<file path="src/rtl/control_stack_unit.sv">
// Accumulator-CPU control unit: PC, opcode decode, Z/N branch resolution, memory-ready stall, HLT.
// Define CONTROL_STACK_UNIT_STACK_EN for the CALL/RET return-address stack; without it CALL/RET act as NOP.
module control_stack_unit #(
    parameter int OPERAND_WIDTH     = 11,
    parameter int INSTRUCTION_WIDTH = 16,
    parameter int STACK_DEPTH       = 8
) (
    input  logic                         clock_in,
    input  logic                         reset_in,
    input  logic [INSTRUCTION_WIDTH-1:0] instruction_in,
    input  logic                         status_Z_in,
    input  logic                         status_N_in,
    input  logic                         mem_ready_in,
    output logic [OPERAND_WIDTH-1:0]     instruction_address_out,
    output logic [OPERAND_WIDTH-1:0]     operand_out,
    output logic [1:0]                   sel_A_out,
    output logic                         sel_B_out,
    output logic                         alu_op_out,
    output logic                         data_memory_wr_out,
    output logic                         acc_wr_out,
    output logic                         status_wr_out,
    output logic                         acc_reset_out,
    output logic                         status_reset_out,
    output logic                         stall_out,
    output logic                         halted_out,
    output logic                         stack_overflow_out,
    output logic                         stack_underflow_out
);
    localparam int OW  = OPERAND_WIDTH;
    localparam int OPW = INSTRUCTION_WIDTH - OPERAND_WIDTH;

    localparam logic [OPW-1:0] OP_HLT  = OPW'(0);
    localparam logic [OPW-1:0] OP_STO  = OPW'(1);
    localparam logic [OPW-1:0] OP_LD   = OPW'(2);
    localparam logic [OPW-1:0] OP_LDI  = OPW'(3);
    localparam logic [OPW-1:0] OP_ADD  = OPW'(4);
    localparam logic [OPW-1:0] OP_ADDI = OPW'(5);
    localparam logic [OPW-1:0] OP_SUB  = OPW'(6);
    localparam logic [OPW-1:0] OP_SUBI = OPW'(7);
    localparam logic [OPW-1:0] OP_BEQ  = OPW'(8);
    localparam logic [OPW-1:0] OP_BNE  = OPW'(9);
    localparam logic [OPW-1:0] OP_BGT  = OPW'(10);
    localparam logic [OPW-1:0] OP_BGE  = OPW'(11);
    localparam logic [OPW-1:0] OP_BLT  = OPW'(12);
    localparam logic [OPW-1:0] OP_BLE  = OPW'(13);
    localparam logic [OPW-1:0] OP_JMP  = OPW'(14);

    typedef enum logic [1:0] {ST_INIT, ST_RUN, ST_HALT} state_t;

    state_t         state, state_nxt;
    logic [OW-1:0]  pc, pc_nxt, pc_inc;
    logic [OPW-1:0] opcode;
    logic           mem_op;
    logic           take;

    assign opcode                  = instruction_in[INSTRUCTION_WIDTH-1:OW];
    assign operand_out             = instruction_in[OW-1:0];
    assign instruction_address_out = pc;
    assign pc_inc                  = pc + OW'(1);
    assign mem_op = (opcode == OP_STO) || (opcode == OP_LD) || (opcode == OP_ADD) || (opcode == OP_SUB);

`ifdef CONTROL_STACK_UNIT_STACK_EN
    localparam logic [OPW-1:0] OP_CALL = OPW'(15);
    localparam logic [OPW-1:0] OP_RET  = OPW'(16);
    localparam int SPW = $clog2(STACK_DEPTH + 1);
    localparam int AW  = (STACK_DEPTH > 1) ? $clog2(STACK_DEPTH) : 1;

    logic [SPW-1:0] sp;
    logic [AW-1:0]  push_idx, pop_idx;
    logic [OW-1:0]  stack_mem [STACK_DEPTH];
    logic           push, pop, ovf_set, unf_set, ovf_q, unf_q;

    assign push_idx            = sp[AW-1:0];
    assign pop_idx             = AW'(sp - SPW'(1));
    assign stack_overflow_out  = ovf_q;
    assign stack_underflow_out = unf_q;

    always_ff @(posedge clock_in or posedge reset_in) begin
        if (reset_in) begin
            sp    <= '0;
            ovf_q <= 1'b0;
            unf_q <= 1'b0;
        end else begin
            if (push)
                sp <= sp + SPW'(1);
            else if (pop)
                sp <= sp - SPW'(1);
            if (ovf_set)
                ovf_q <= 1'b1;
            if (unf_set)
                unf_q <= 1'b1;
        end
    end

    // Entries above sp are dead, so storage needs no reset; clearing sp discards any push.
    always_ff @(posedge clock_in) begin
        if (push)
            stack_mem[push_idx] <= pc_inc;
    end
`else
    assign stack_overflow_out  = 1'b0;
    assign stack_underflow_out = 1'b0;
`endif

    always_comb begin
        take = 1'b0;
        case (opcode)
            OP_BEQ:  take = status_Z_in;
            OP_BNE:  take = !status_Z_in;
            OP_BGT:  take = !status_Z_in && !status_N_in;
            OP_BGE:  take = !status_N_in;
            OP_BLT:  take = status_N_in;
            OP_BLE:  take = status_N_in || status_Z_in;
            OP_JMP:  take = 1'b1;
            default: take = 1'b0;
        endcase
    end

    always_ff @(posedge clock_in or posedge reset_in) begin
        if (reset_in) begin
            state <= ST_INIT;
            pc    <= '0;
        end else begin
            state <= state_nxt;
            pc    <= pc_nxt;
        end
    end

    always_comb begin
        state_nxt          = state;
        pc_nxt             = pc;
        sel_A_out          = 2'b00;
        sel_B_out          = 1'b0;
        alu_op_out         = 1'b0;
        data_memory_wr_out = 1'b0;
        acc_wr_out         = 1'b0;
        status_wr_out      = 1'b0;
        acc_reset_out      = 1'b0;
        status_reset_out   = 1'b0;
        stall_out          = 1'b0;
        halted_out         = 1'b0;
`ifdef CONTROL_STACK_UNIT_STACK_EN
        push    = 1'b0;
        pop     = 1'b0;
        ovf_set = 1'b0;
        unf_set = 1'b0;
`endif
        case (state)
            ST_INIT: begin
                acc_reset_out    = 1'b1;
                status_reset_out = 1'b1;
                state_nxt        = ST_RUN;
            end
            ST_HALT: halted_out = 1'b1;
            ST_RUN: begin
                pc_nxt = pc_inc;
                case (opcode)
                    OP_HLT: begin
                        pc_nxt    = pc;
                        state_nxt = ST_HALT;
                    end
                    OP_STO: data_memory_wr_out = 1'b1;
                    OP_LD: begin
                        sel_A_out  = 2'b00;
                        acc_wr_out = 1'b1;
                    end
                    OP_LDI: begin
                        sel_A_out  = 2'b01;
                        acc_wr_out = 1'b1;
                    end
                    OP_ADD, OP_ADDI, OP_SUB, OP_SUBI: begin
                        sel_A_out     = 2'b10;
                        sel_B_out     = (opcode == OP_ADDI) || (opcode == OP_SUBI);
                        alu_op_out    = (opcode == OP_SUB) || (opcode == OP_SUBI);
                        acc_wr_out    = 1'b1;
                        status_wr_out = 1'b1;
                    end
                    OP_BEQ, OP_BNE, OP_BGT, OP_BGE, OP_BLT, OP_BLE, OP_JMP: begin
                        if (take)
                            pc_nxt = operand_out;
                    end
`ifdef CONTROL_STACK_UNIT_STACK_EN
                    OP_CALL: begin
                        if (sp == SPW'(STACK_DEPTH)) begin
                            ovf_set = 1'b1;
                        end else begin
                            push   = 1'b1;
                            pc_nxt = operand_out;
                        end
                    end
                    OP_RET: begin
                        if (sp == '0) begin
                            unf_set = 1'b1;
                        end else begin
                            pop    = 1'b1;
                            pc_nxt = stack_mem[pop_idx];
                        end
                    end
`endif
                    default: ;
                endcase
                // STO keeps its write strobe up while waiting so memory sees a stable request.
                if (mem_op && !mem_ready_in) begin
                    stall_out     = 1'b1;
                    acc_wr_out    = 1'b0;
                    status_wr_out = 1'b0;
                    pc_nxt        = pc;
                end
            end
            default: state_nxt = ST_INIT;
        endcase
    end
endmodule
</file>
<file path="config.mk">
export PLATFORM = sky130hd
export DESIGN_NAME = control_stack_unit
export DESIGN_NICKNAME = d
export VERILOG_FILES = /design/src/rtl/control_stack_unit.sv
export SDC_FILE = /design/constraint.sdc
export NUM_CORES = 1
export LEC_CHECK = 0
export CAP_MARGIN = 20
export CORE_MARGIN = 4
export CORE_UTILIZATION = 25
export CTS_BUF_LIST = sky130_fd_sc_hd__clkbuf_4 sky130_fd_sc_hd__clkbuf_8
export DETAILED_ROUTE_END_ITERATION = 10
export PLACE_DENSITY = 0.69
export SYNTH_ARGS = -nofsm -noshare
export SYNTH_HDL_FRONTEND = slang
export SYNTH_SLANG_ARGS = --single-unit
</file>
<file path="constraint.sdc">
create_clock -name clock_in -period 1.3 [get_ports clock_in]
set_input_delay 0.13 -clock clock_in [delete_from_list [all_inputs] [get_ports clock_in]]
set_output_delay 0.13 -clock clock_in [all_outputs]
set_load 0.01 [all_outputs]
</file>
## After elaboration in Yosys (flattened, before gate mapping)

Index checks and enable logic that the tools add are counted.

| word-level totals | value |
|---|---|
| flip-flop bits (word level) | 13 |
| bits of input ports | 21 |

| cells by class | value |
|---|---|
| add/subtract/negate cells | 1 |
| equality and inequality tests | 17 |
| mux-type cells | 23 |
| bitwise operators | 3 |
| reduce and logical (&&, ||, !) cells | 18 |

Operators with widths:

| cell | number |
|---|---|
| $eq A5 B4 Y1 const B | 7 |
| $pmux W11 S2 | 1 |
| $eq A5 B3 Y1 const B | 4 |
| $mux W1 | 16 |
| $add A11 B1 Y11 const B | 1 |
| $mux W11 | 1 |
| $eq A5 B2 Y1 const B | 2 |
| $pmux W1 S7 | 1 |
| $reduce_or A7 Y1 | 1 |
| $logic_or A1 B1 Y1 | 6 |
| $pmux W2 S3 | 1 |
| $reduce_or A6 Y1 | 1 |
| $eq A5 B1 Y1 const B | 1 |
| $logic_not A5 Y1 | 1 |
| $mux W2 | 2 |
| $pmux W2 S2 | 1 |
| $reduce_or A4 Y1 | 1 |
| $logic_not A1 Y1 | 3 |
| $not A1 Y1 | 3 |
| $reduce_and A3 Y1 | 1 |
| $eq A2 B1 Y1 const B | 1 |
| $eq A2 B2 Y1 const B | 1 |
| $logic_and A1 B1 Y1 | 2 |
| $logic_not A2 Y1 | 1 |
| 2 further kinds | 2 |

## Logic depth before layout (Yosys ltp)

| logic depth | value |
|---|---|
| depth after elaboration | 7 |
| gate-level depth with buffers | 7 |
| depth with buffers taken out | 6 |

## Worst setup path after synthesis

No wires, ideal clock.

| timing | value |
|---|---|
| kind | register to output |
| from | reg state[1] |
| to | out status_wr_out |
| data arrival time | 1,477 ps |
| data required time | 1,170 ps |
| setup slack | -307 ps |
| cell stages (with the launch flop) | 5 |
| path buffers | 0 |
| path through | dfrtp_1 -> nand2b_2 -> nor3_1 -> and2_1 -> a21boi_0 |

| between the ends | value |
|---|---|
| word-level cells in the longest chain between the ends | 2 |

Ends and longest elaborated chain:

| what | RTL line | text |
|---|---|---|
| start, declared | 50 | `state_t state, state_nxt;` |
| start signal, assigned | 124 | `state <= state_nxt;` |
| $eq A2 B1 Y1 | 148 | `case (state)` |
| $mux W1 | 148 |  |
| end, declared | 21 | `output logic status_wr_out,` |

No other way between the ends.

## Worst setup path after layout

| timing | value |
|---|---|
| from | reg state[1] |
| to | out sel_A_out[0] |

| between the ends | value |
|---|---|
| word-level cells in the longest chain between the ends | 2 |

Ends and longest elaborated chain:

| what | RTL line | text |
|---|---|---|
| $eq A2 B1 Y1 | 148 |  |
| $mux W2 | 148 |  |
| end, declared | 16 | `output logic [1:0] sel_A_out,` |

No other way between the ends.

==> results by stage <==
Layout:
- The utilization after layout is 0.515.
- Of the cells placed in the final design, the portion with a size suffix greater than 1 is 0.461.
- At the end of the flow, the number of nets in the layout was between 200 and 250.
- Relative to the synthesized area, the layout overhead comes to 95.0%.
- The finished layout holds 254 standard cells, fillers aside.
- The antenna diode count is 0.
- In the layout the commonest cells are sky130_fd_sc_hd__buf_4, sky130_fd_sc_hd__clkdlybuf4s50_1, sky130_fd_sc_hd__dlygate4sd2_1.
- The most common cell after layout, fill and taps aside is sky130_fd_sc_hd__buf_4.
- The finished cells cover around 2100 um2.

Drt:
- Dividing the detail-routed via count by the number of cells gives between 4 and 5.
- After the first detailed-routing iteration, the DRC count stood at 41.
- Signal routing reaches up to met4.
- The first-pass iteration count of the detailed router is 4.
- Wires add up to 3710 um.
- Detailed routing placed a total of roughly 1700 um of wire on met2.
- The count of unresolved DRC violations after routing is 0.
- The wire length on met3 is approximately 230 um.
- The final route contains 1,213 vias.
- In the final routed layout, each cell accounts on average for around 15 um.
- The detail route stage leaves a number of antenna-violating nets equal to 0.
- The wire length on met1 is 1680 um.

Setup path:
- The critical path contains buffers and inverters numbering 2 combined.
- Along the worst path, the maximum fanout reaches 4.
- The kind of launch point of the worst setup path is a flop.
- Traced cell by cell, the critical path runs through nand2b_4, nor3_4, buf_6, nand2_4, nor3b_2, buf_2.
- The end of the worst register-to-register path is instruction_address_out[9]$_DFFE_PP0P_.
- The largest incremental delay on the critical path is around 0.37 ns.
- For this design, the slowest cell found on the critical path is sky130_fd_sc_hd__dfrtp_1.
- The worst setup path category is flop to output port.
- The worst setup path is captured at an output port.
- STA puts the critical path data arrival time at 1.44 ns.
- Broken down by cell family, the worst path's largest delay share belongs to simple AND/OR/NAND/NOR gates.
- The slack of the worst reg-to-reg path is -0.27 ns.
- At the worst endpoint, the required time is roughly 1.2 ns.
- Measured in cells, the most critical reg-to-reg path has a length of 6.
- In this run the critical register-to-register path is launched from state[1]$_DFFE_PP0P_.

Timing:
- The worst hold slack across all endpoints is ~0.18 ns.
- The number of max-slew violations in the final report came to 0.
- Setup repair after global routing could not meet its margin everywhere.
- The maximum clock frequency is approximately 640 MHz.
- The final period demand of the worst path is ~1.6 ns.
- Setup violations remaining at the end of the flow were counted as 19.
- The final critical-path setup slack is -0.274 ns.
- The number of failing hold endpoints at the final stage is 0.
- Setup total negative slack on the finished layout was measured at -4.31 ns.
- The post-route clock period utilization is 1.21.
- The final worst clock skew is about 0.0041 ns.

Floorplanning:
- The initial utilization of the core area, before any placement, comes to 0.264.
- The height of the chip is roughly 74 um.
- 56 I/O pins were placed.
- The row count is 23.
- The die covers 5430 um2.
- The x dimension of the die is between 70 and 80 um.
- The core region is approximately 4000 um2.

CTS:
- In this run the deepest clock path goes through 2 buffers.
- The CTS root buffer is sky130_fd_sc_hd__clkbuf_8.
- The number of levels in the clock H-tree is 1.
- The total CTS buffers is 3.
- TritonCTS built the clock tree.
- The clock transition time at the flip-flop clock pins of the worst setup and hold paths is roughly 0.060 ns.
- The later pin in the worst-skew pair is clocked with a latency of 0.25 ns.
- The sink count of the clock tree is 13.

Placed design:
- Once placement finished, the instance area stood at 1780 um2.
- The number of buffers added on ports is 53.
- The number of cells in the design after placement is about 240.
- The weighted congestion reported at the end of routability-driven placement is about 0.80.
- Detailed placement finished with a half-perimeter wire length of 2330 um.
- The post-placement worst setup slack is -0.664 ns.

Synthesis:
- Of the total synthesized cell area, the portion taken by AND, OR, NAND and NOR gates is 0.204.
- The portion of netlist area occupied by mux cells is 0.102.
- The largest family of logic cells by synthesized area is compound AO/OA/AOI/OAI gates.
- The Yosys warning count is 0.
- The post-synthesis xor/xnor area fraction is 0.00812.
- The most used flip-flop cell after synthesis is sky130_fd_sc_hd__dfrtp_1.
- The number of distinct library cells after synthesis is 39.
- In the synthesized netlist the async set-or-reset flop fraction comes to 1.00.
- The post-synthesis cell count is 123.
- The count of state elements after synthesis is 13.
- The post-synthesis compound-gate area fraction is 0.213.
- The synthesized area divided by synthesized cell count is 8.77 um2.
- The synthesized-area fraction occupied by adder cells is 0.0116.
- In this run, synthesis inferred 0 flip-flops with an integrated enable.
- The mapped netlist covers between 1000 and 1500 um2.
- Of the synthesized area, sequential elements account for 0.302.

GRT:
- Entering global routing, the biggest net connects 14 pins.
- The number of global-route vias before repair is between 1,000 and 1,500.
- The initial antenna violation count is 0.
- The first-pass GRT wire length is ~6000 um.
- The global routing usage summed across all routing layers is 0.140.
- The aggregate global routing overflow is 0.

Hold path:
- The tightest min-delay check is of the primary input to async pin type.

Power:
- The power density relative to cell area is around 1200 nW/um2.
- The largest vdd supply drop is approximately 750 uV.
- The leakage power total is between 1 and 1.5 nW.
- The power consumption is 2.45 mW.

Job:
- The number of maximum-capacitance constraint violations is 0.

Status:
- The run finished, with violations left.
- The checks that failed: setup timing.
==> synthesized netlist by cell type (2+ instances only) <==
cell	number	area share
sky130_fd_sc_hd__a2bb2oi_1	8	0.065
sky130_fd_sc_hd__nor2_1	7	0.024
sky130_fd_sc_hd__inv_1	8	0.028
sky130_fd_sc_hd__dfrtp_1	13	0.30
sky130_fd_sc_hd__nor3b_1	2	0.014
sky130_fd_sc_hd__buf_2	2	0.0093
sky130_fd_sc_hd__nand4_1	2	0.012
sky130_fd_sc_hd__and3_1	2	0.012
sky130_fd_sc_hd__a21oi_1	9	0.042
sky130_fd_sc_hd__buf_6	2	0.021
sky130_fd_sc_hd__nor3_1	3	0.014
sky130_fd_sc_hd__nand3_1	6	0.028
sky130_fd_sc_hd__buf_4	14	0.097
sky130_fd_sc_hd__nand2_1	10	0.035
sky130_fd_sc_hd__mux2i_1	11	0.10
==> tightest hold or removal path, cell delays in order <==
cell and delay, ns:
sky130_fd_sc_hd__clkdlybuf4s50_1 0.39, sky130_fd_sc_hd__inv_1 0.05, sky130_fd_sc_hd__buf_4 0.21
==> sequential cells by signal, indices dropped and copies added, names as in the netlist <==
register and cells:
state 2, instruction_address_out 11
==> layout make-up <==
type | instances | area, um2
Inverter | 8 | 30.0
Tap cell | 50 | 62.6
Clock buffer | 4 | 48.8
Fill cell | 388 | 1980
Multi-Input combinational cell | 86 | 783
Sequential cell | 13 | 327
Timing Repair Buffer | 93 | 852
==> report_power, final <==
part           total (mW)  internal, mW  switching, mW
clock network       0.393         0.238          0.155
registers           0.706         0.559          0.147
logic                1.36         0.758          0.597
==> how the worst max path moves through the flow <==
stage / from / end / slack, ns / cells past startpoint
floorplan: instruction_in[11] / instruction_address_out[3]$_DFFE_PP0P_ / -0.06 / 6
global placement: instruction_in[15] / status_wr_out / -0.64 / 5
detailed placement: instruction_in[15] / acc_wr_out / -0.66 / 5
CTS: state[1]$_DFFE_PP0P_ / sel_A_out[0] / -0.34 / 6
global route: state[1]$_DFFE_PP0P_ / sel_A_out[0] / -0.41 / 6
finish: state[1]$_DFFE_PP0P_ / sel_A_out[0] / -0.27 / 6
==> layer usage <==
layer,vias up,GRT usage
met5,-,0
met4,0,0.0382
met3,8,0.0424
met2,40,0.229
met1,563,0.178
li1,602,-
==> timing repair <==
item | CTS | global route
hold buffers | 0 | 0
hold endpoints to repair | 0 | 0
setup endpoints to repair | 33 | 30
cloned | 3 | 0
resized for setup | 106 | 17
pin swaps | 10 | 2
setup buffers | 11 | 1
==> cells by family (layout without fill, tap and decap cells) <==
kind of cell             count (synthesis)  count (layout)
adder cells (fa/ha/maj)                  1               1
XOR/XNOR                                 1               1
AND/OR/NAND/NOR                         41              41
other                                    1               2
AO/OA/AOI/OAI                           29              30
flip-flops                              13              13
buffers and inverters                   26             105
multiplexers                            11              11
No activity file was read; power rests on OpenSTA's default activity.
